File: src/rtl/sqrt_sched_pkg.sv
// Shared types for the round-robin square-root scheduler.
//   state_e : scheduler FSM states (idle / waiting for the core result)
//   ch_w()  : channel-index width for a given channel count
package sqrt_sched_pkg;

  typedef enum logic {
    S_IDLE = 1'b0,
    S_WAIT = 1'b1
  } state_e;

  // Index width for n_ch channels; never narrower than one bit.
  function automatic int unsigned ch_w(input int unsigned n_ch);
    return (n_ch > 1) ? $clog2(n_ch) : 1;
  endfunction

endpackage

File: src/rtl/iterative_sqrt.sv
// Digit-by-digit square root of din * 2^DIN_POINT, one result bit per clock.
// No reset: an operation in flight simply runs to completion.
//   clk        : clock
//   din_valid  : start strobe, honoured only while idle
//   din        : radicand, Q(DIN_WIDTH-DIN_POINT).DIN_POINT
//   dout       : floor(sqrt(din * 2^DIN_POINT)), same Q format as din
//   reminder   : final partial remainder
//   dout_valid : one-cycle strobe with the result
//   busy       : an operation is in flight
module iterative_sqrt #(
  parameter  int unsigned DIN_WIDTH = 16,
  parameter  int unsigned DIN_POINT = 14,
  localparam int unsigned ITERS     = (DIN_WIDTH + DIN_POINT) / 2,
  localparam int unsigned REM_W     = ITERS + 2
) (
  input  logic                 clk,
  input  logic                 din_valid,
  input  logic [DIN_WIDTH-1:0] din,
  output logic [DIN_WIDTH-1:0] dout,
  output logic [REM_W-1:0]     reminder,
  output logic                 dout_valid,
  output logic                 busy
);

  localparam int unsigned RAD_W = 2 * ITERS;
  localparam int unsigned CNT_W = $clog2(ITERS + 1);

  logic [RAD_W-1:0] rad_q, rad_d;
  logic [REM_W-1:0] rem_q, rem_d;
  logic [ITERS-1:0] root_q, root_d;
  logic [CNT_W-1:0] cnt_q, cnt_d;
  logic             dv_q, dv_d;

  logic [REM_W-1:0] rem_trial;
  logic [REM_W-1:0] sub_val;
  logic [REM_W-1:0] rem_sub;
  logic             take;

  // One restoring step: bring down two radicand bits, try subtracting 4*root+1.
  always_comb begin
    rem_trial = {rem_q[REM_W-3:0], rad_q[RAD_W-1 -: 2]};
    sub_val   = {root_q, 2'b01};
    rem_sub   = rem_trial - sub_val;
    take      = (rem_trial >= sub_val);
  end

  // Next-state: load on start, iterate while the counter runs.
  always_comb begin
    rad_d  = rad_q;
    rem_d  = rem_q;
    root_d = root_q;
    cnt_d  = cnt_q;
    dv_d   = 1'b0;
    if (cnt_q != '0) begin
      rad_d  = rad_q << 2;
      rem_d  = take ? rem_sub : rem_trial;
      root_d = {root_q[ITERS-2:0], take};
      cnt_d  = cnt_q - CNT_W'(1);
      dv_d   = (cnt_q == CNT_W'(1));
    end else if (din_valid) begin
      rad_d  = RAD_W'(din) << DIN_POINT;
      rem_d  = '0;
      root_d = '0;
      cnt_d  = CNT_W'(ITERS);
    end
  end

  always_ff @(posedge clk) begin
    rad_q  <= rad_d;
    rem_q  <= rem_d;
    root_q <= root_d;
    cnt_q  <= cnt_d;
    dv_q   <= dv_d;
  end

  assign dout       = DIN_WIDTH'(root_q);
  assign reminder   = rem_q;
  assign dout_valid = dv_q;
  assign busy       = (cnt_q != '0);

endmodule

File: src/rtl/rr_pick.sv
// Combinational round-robin selector: first set bit of pending_i searching
// upward from last_i+1, wrapping modulo N_CH.
//   pending_i : request vector
//   last_i    : index of the previous grant
//   grant_o   : one-hot grant
//   idx_o     : grant index
//   any_o     : some request is pending
module rr_pick
  import sqrt_sched_pkg::*;
#(
  parameter  int unsigned N_CH = 4,
  localparam int unsigned CH_W = ch_w(N_CH)
) (
  input  logic [N_CH-1:0] pending_i,
  input  logic [CH_W-1:0] last_i,
  output logic [N_CH-1:0] grant_o,
  output logic [CH_W-1:0] idx_o,
  output logic            any_o
);

  logic [CH_W-1:0] cand;

  // k runs 1..N_CH so last_i itself is considered last.
  always_comb begin
    grant_o = '0;
    idx_o   = '0;
    any_o   = 1'b0;
    cand    = '0;
    for (int unsigned k = 1; k <= N_CH; k++) begin
      cand = CH_W'((32'(last_i) + k) % N_CH);
      if (!any_o && pending_i[cand]) begin
        any_o         = 1'b1;
        idx_o         = cand;
        grant_o[cand] = 1'b1;
      end
    end
  end

endmodule

File: src/rtl/sqrt_rr_scheduler.sv
// Shares one iterative_sqrt core between N_CH channels, each with a one-entry
// holding slot, served in round-robin order; results are tagged by channel.
//   clk, rst    : clock, synchronous active-high reset
//   ch_valid    : per-channel sample strobe
//   ch_din      : channel i at [i*DIN_WIDTH +: DIN_WIDTH]
//   ch_ready    : slot can accept this cycle (combinational)
//   dout        : square root, same Q format as input
//   dout_ch     : channel of dout
//   dout_valid  : one-cycle result strobe
//   ch_overflow : sticky per-channel dropped-sample flag
//   busy        : a slot is pending or a computation is in flight
module sqrt_rr_scheduler
  import sqrt_sched_pkg::*;
#(
  parameter  int unsigned N_CH      = 4,
  parameter  int unsigned DIN_WIDTH = 16,
  parameter  int unsigned DIN_POINT = 14,
  localparam int unsigned CH_W      = ch_w(N_CH)
) (
  input  logic                      clk,
  input  logic                      rst,
  input  logic [N_CH-1:0]           ch_valid,
  input  logic [N_CH*DIN_WIDTH-1:0] ch_din,
  output logic [N_CH-1:0]           ch_ready,
  output logic [DIN_WIDTH-1:0]      dout,
  output logic [CH_W-1:0]           dout_ch,
  output logic                      dout_valid,
  output logic [N_CH-1:0]           ch_overflow,
  output logic                      busy
);

  localparam int unsigned REM_W = (DIN_WIDTH + DIN_POINT) / 2 + 2;

  state_e               state_q, state_d;
  logic [N_CH-1:0]      pending_q, pending_d;
  logic [N_CH-1:0]      overflow_q, overflow_d;
  logic [DIN_WIDTH-1:0] slot_q [N_CH];
  logic [DIN_WIDTH-1:0] slot_d [N_CH];
  logic [CH_W-1:0]      last_q, last_d;
  logic [CH_W-1:0]      tag_q, tag_d;
  logic [DIN_WIDTH-1:0] dout_q, dout_d;
  logic [CH_W-1:0]      dout_ch_q, dout_ch_d;
  logic                 dout_valid_q, dout_valid_d;

  logic [N_CH-1:0]      issue;
  logic [N_CH-1:0]      load;
  logic [N_CH-1:0]      gnt_oh;
  logic [CH_W-1:0]      gnt_idx;
  logic                 gnt_any;

  logic                 sq_din_valid;
  logic [DIN_WIDTH-1:0] sq_din;
  logic [DIN_WIDTH-1:0] sq_dout;
  logic [REM_W-1:0]     sq_rem_unused;
  logic                 sq_dout_valid;
  logic                 sq_busy;

  rr_pick #(
    .N_CH (N_CH)
  ) u_pick (
    .pending_i (pending_q),
    .last_i    (last_q),
    .grant_o   (gnt_oh),
    .idx_o     (gnt_idx),
    .any_o     (gnt_any)
  );

  iterative_sqrt #(
    .DIN_WIDTH (DIN_WIDTH),
    .DIN_POINT (DIN_POINT)
  ) u_sqrt (
    .clk        (clk),
    .din_valid  (sq_din_valid),
    .din        (sq_din),
    .dout       (sq_dout),
    .reminder   (sq_rem_unused),
    .dout_valid (sq_dout_valid),
    .busy       (sq_busy)
  );

  // FSM next-state and core handshake. Waiting on sq_busy in IDLE covers a
  // core still running from before a reset; its late result lands in IDLE
  // and is ignored.
  always_comb begin
    state_d      = state_q;
    last_d       = last_q;
    tag_d        = tag_q;
    issue        = '0;
    sq_din_valid = 1'b0;
    sq_din       = slot_q[gnt_idx];
    dout_d       = dout_q;
    dout_ch_d    = dout_ch_q;
    dout_valid_d = 1'b0;
    case (state_q)
      S_IDLE: begin
        if (gnt_any && !sq_busy) begin
          issue        = gnt_oh;
          sq_din_valid = 1'b1;
          last_d       = gnt_idx;
          tag_d        = gnt_idx;
          state_d      = S_WAIT;
        end
      end
      S_WAIT: begin
        if (sq_dout_valid) begin
          dout_d       = sq_dout;
          dout_ch_d    = tag_q;
          dout_valid_d = 1'b1;
          state_d      = S_IDLE;
        end
      end
      default: state_d = S_IDLE;
    endcase
  end

  // A slot being issued this cycle may take a new sample at the same edge.
  assign ch_ready = ~pending_q | issue;
  assign load     = ch_valid & ch_ready;

  always_comb begin
    pending_d  = (pending_q & ~issue) | load;
    overflow_d = overflow_q | (ch_valid & ~ch_ready);
    for (int unsigned i = 0; i < N_CH; i++) begin
      slot_d[i] = load[i] ? ch_din[i*DIN_WIDTH +: DIN_WIDTH] : slot_q[i];
    end
  end

  always_ff @(posedge clk) begin
    if (rst) begin
      state_q      <= S_IDLE;
      pending_q    <= '0;
      overflow_q   <= '0;
      last_q       <= CH_W'(N_CH - 1);
      tag_q        <= '0;
      dout_q       <= '0;
      dout_ch_q    <= '0;
      dout_valid_q <= 1'b0;
    end else begin
      state_q      <= state_d;
      pending_q    <= pending_d;
      overflow_q   <= overflow_d;
      last_q       <= last_d;
      tag_q        <= tag_d;
      dout_q       <= dout_d;
      dout_ch_q    <= dout_ch_d;
      dout_valid_q <= dout_valid_d;
    end
  end

  // Slot data is qualified by pending, so it needs no reset.
  always_ff @(posedge clk) begin
    for (int unsigned i = 0; i < N_CH; i++) begin
      slot_q[i] <= slot_d[i];
    end
  end

  assign dout        = dout_q;
  assign dout_ch     = dout_ch_q;
  assign dout_valid  = dout_valid_q;
  assign ch_overflow = overflow_q;
  assign busy        = (|pending_q) | (state_q == S_WAIT);

endmodule

File: config.mk
export PLATFORM = sky130hd
export DESIGN_NAME = sqrt_rr_scheduler
export DESIGN_NICKNAME = d
export VERILOG_FILES = /design/src/rtl/sqrt_sched_pkg.sv /design/src/rtl/iterative_sqrt.sv /design/src/rtl/rr_pick.sv /design/src/rtl/sqrt_rr_scheduler.sv
export SDC_FILE = /design/constraint.sdc
export NUM_CORES = 1
export LEC_CHECK = 0
export CORE_ASPECT_RATIO = 0.75
export CORE_MARGIN = 10
export CORE_UTILIZATION = 55
export CTS_CLUSTER_SIZE = 8
export DETAILED_ROUTE_END_ITERATION = 10
export GPL_ROUTABILITY_DRIVEN = 0
export PLACE_DENSITY = 0.81
export SETUP_SLACK_MARGIN = 0.4
export SLEW_MARGIN = 20
export SYNTH_ARGS = -nofsm -noshare
export SYNTH_HDL_FRONTEND = slang
export SYNTH_SLANG_ARGS = --single-unit
File: constraint.sdc
create_clock -name clk -period 3.3 [get_ports clk]
set_input_delay 0.99 -clock clk [delete_from_list [all_inputs] [get_ports clk]]
set_output_delay 0.99 -clock clk [all_outputs]
set_load 0.005 [all_outputs]
==> reports/results.ini <==
[logic_synthesis]
synth.top_cells.by_count = edfxtp_1 (114), mux2i_1 (41), nor2_1 (37)
yosysSeqAreaShare = 0.6029
synth_cell_types = 63
netlist_area_sq_um = 6740
ys_async_sr_fraction = 0
synthFlopType = edfxtp_1
synth_top_area_share = 0.5079
synth_edf_count = 114
synth_most_common_cell = edfxtp_1
syn_avg_cell_area_sq_um = 12.86
yosys_warnings = 0
synth_area_leaders = edfxtp_1 (51%), dfxtp_1 (9.5%), mux2i_1 (6.1%)
ys_ff_latch = 146
synth_top_cell_by_area = edfxtp_1
synth_nets = 621
syn_inst = 524

[cts]
root_buffer = clkbuf_16
cts_buffer_depth = 2
numCtsBuffers = 17
cts.htree.levels = 4
holdBufCountCts = 0
clkLatencyLatePin_ns = 0.42
cts.sinks = 146
path_clk_slew_ns = 0.07
tritoncts = yes

[critical_path]
arrival_ns = 2.55
cp-end-kind = primary output
worstSetupPathType = flop to primary output
r2r_setup_slack_ns = 0.44
start_kind = flop
critical_path_peak_fanout = 5
required_ns = 2.31

[routing]
dr.pass1.iters = 6
avgRoutedWirePerCell_um = 20.20
via_per_inst = 5.910
num_vias = 4905
ant_nets = 0
drt-initial-drc-count = 448
wirelength_um = 16770
drc = 0

[layout]
syn_to_final_growth_pct = 29.59
n_antenna_cell = 0
fin_nets = 752
drive_above_1_share = 0.1602

[global_route]
grt_overflow_total = 0
grt_max_degree = 35
antenna_found_initial = 0
grt_pass1_wl_um = 26270
globalRouteTotalUtil = 0.1926
grt_pass1_vias = 5163

[floorplan]
start_util = 0.5720
num_rows = 34
dieArea_sq_um = 17130
die_w_um = 147.8
pin_count = 98
fp.dieH_um = 115.9
core_sq_um = 11780

[timing]
final.setup.worst_slack_ns = -0.2400
slew_headroom = 0.5076
hold_viol = 0
period_needed_ns = 3.540
rsz0062_at_grt = yes
worst-slew-pin-transition_ns = 0.7385
setup_violations = 4
maxSlewViolCount = 0
finalCritPeriodShare = 1.073
fin_tns_setup_ns = -0.7596
max_freq_mhz = 282.5
clock_skew_ns = 0.01294

[placed_design]
dp_slack_ns = -0.1299
hpwl_um = 10900
portBuffers = 96

[flow_run]
cap_violations = 0

[power]
p_leak_nw = 3.467
peakVddDrop_mv = 0.5305
power-per-cell-area_nw_per_um2 = 916.9

[status]
status = finished with violations
failed_checks = setup timing

[worst_hold_path]
min_path_type = flop to flop

critical path, stage by stage (launching register included):
cell and delay, ns:
dfxtp_4 0.37, buf_6 0.13, buf_6 0.12, mux2i_4 0.18, or3_4 0.37, a21oi_4 0.20, a222oi_1 0.11, a21boi_2 0.18
o21ai_1 0.26, buf_2 0.20
power breakdown:
part / total, mW / internal, mW / switching (mW)
logic: 3.30 / 1.46 / 1.85
clock network: 1.91 / 1.08 / 0.832
registers: 2.79 / 2.59 / 0.202
placed cells by master, fill, tap and decap left out, types with 3 or more instances in the layout:
cell and n:
a211oi_1 7, a21boi_2 4, a21o_1 3, a21oi_1 27
a222oi_1 4, a22o_1 17, a31oi_1 3, and2_1 5
and4_1 3, buf_2 4, buf_4 37, buf_6 4
clkbuf_16 17, clkdlybuf4s50_1 91, dfxtp_1 29, edfxtp_1 114
ha_1 26, inv_1 32, inv_6 3, inv_8 6
mux2i_1 40, nand2_1 27, nand2b_1 7, nand3_1 6
nand4_1 3, nor2_1 37, nor3_1 4, o211ai_1 6
o21a_1 5, o21ai_0 11, o21ai_2 4, o221ai_1 14
o22ai_1 4, o31ai_1 3, or3_1 3, xnor2_1 5
xor2_1 4
state kept, by name, indices dropped and copies added, names as in the netlist:
name	flops
slot_q	64
tag_q	2
u_sqrt.cnt_q	4
pending_q	4
u_sqrt.dout_valid	1
u_sqrt.root_q	15
dout_valid	1
u_sqrt.rad_q	16
last_q	2
ch_overflow	4
dout	15
u_sqrt.reminder	15
state_q	1
dout_ch	2
layout make-up:
class / instances / area (sq um)
inverters: 33 / 123.9
fillers: 752 / 3049
multi-input cells: 318 / 2436
well taps: 162 / 202.7
clock inverters: 14 / 163.9
repair buffers: 139 / 1306
clock buffers: 18 / 429.2
flip-flops and latches: 146 / 4073
final timing paths:
path / start / to / cells after the start
setup / recovery: last_q[0] / ch_ready[3] / 9
hold / removal: ch_overflow[0] / ch_overflow[0] / 2
setup reg to reg: last_q[0] / slot_q[2][14] / 13
hold reg to reg: ch_overflow[0] / ch_overflow[0] / 2
logic make-up after synthesis:
kind of cell               Yosys count  synth area share
AOI/OAI and AO/OA                  126            0.1340
xor gates and xnor gates             9           0.01169
adders and majority gates           27           0.05012
buffers and inverters               60           0.05086
DFF                                146            0.6029
muxes                               44           0.06980
other                                1         0.0005564
and+or+nand+nor                    111           0.08001
what timing repair did:
| item | 4_1_cts | 5_1_grt |
|---|---|---|
| gates resized for setup | 31 | 12 |
| cloned | 0 | 0 |
| pin swaps | 7 | 5 |
| endpoints found under the setup margin | 21 | 21 |
| setup buffers | 9 | 5 |
per-stage QoR:
| stage | hold WS [ns] | cell area [sq um] | instances | util | total power [mW] |
|---|---|---|---|---|---|
| after CTS | 0.4651 | 8642 | 825 | 0.7334 | 7.916 |
| after detailed placement | 0.4546 | 7959 | 784 | 0.6754 | 5.927 |
| after global routing | 0.4856 | 8735 | 830 | 0.7412 | 8.525 |
| after floorplan | 0.4421 | 6758 | 524 | - | 5.183 |
| final | 0.4690 | 8735 | 830 | 0.7412 | 8.009 |
| after global placement | 0.4310 | 7959 | 784 | 0.6754 | 5.769 |
per-layer routing:
layer	routed length, um	part of all wire	vias to the layer above	global-route usage
met3	1365	0.081	39	0.06856
met1	6914	0.41	2368	0.2250
met5	0	0	-	0
met4	368	0.022	0	0.07708
met2	8122	0.48	247	0.3213
li1	-	-	2251	-
No activity file was read; power rests on OpenSTA's default activity.
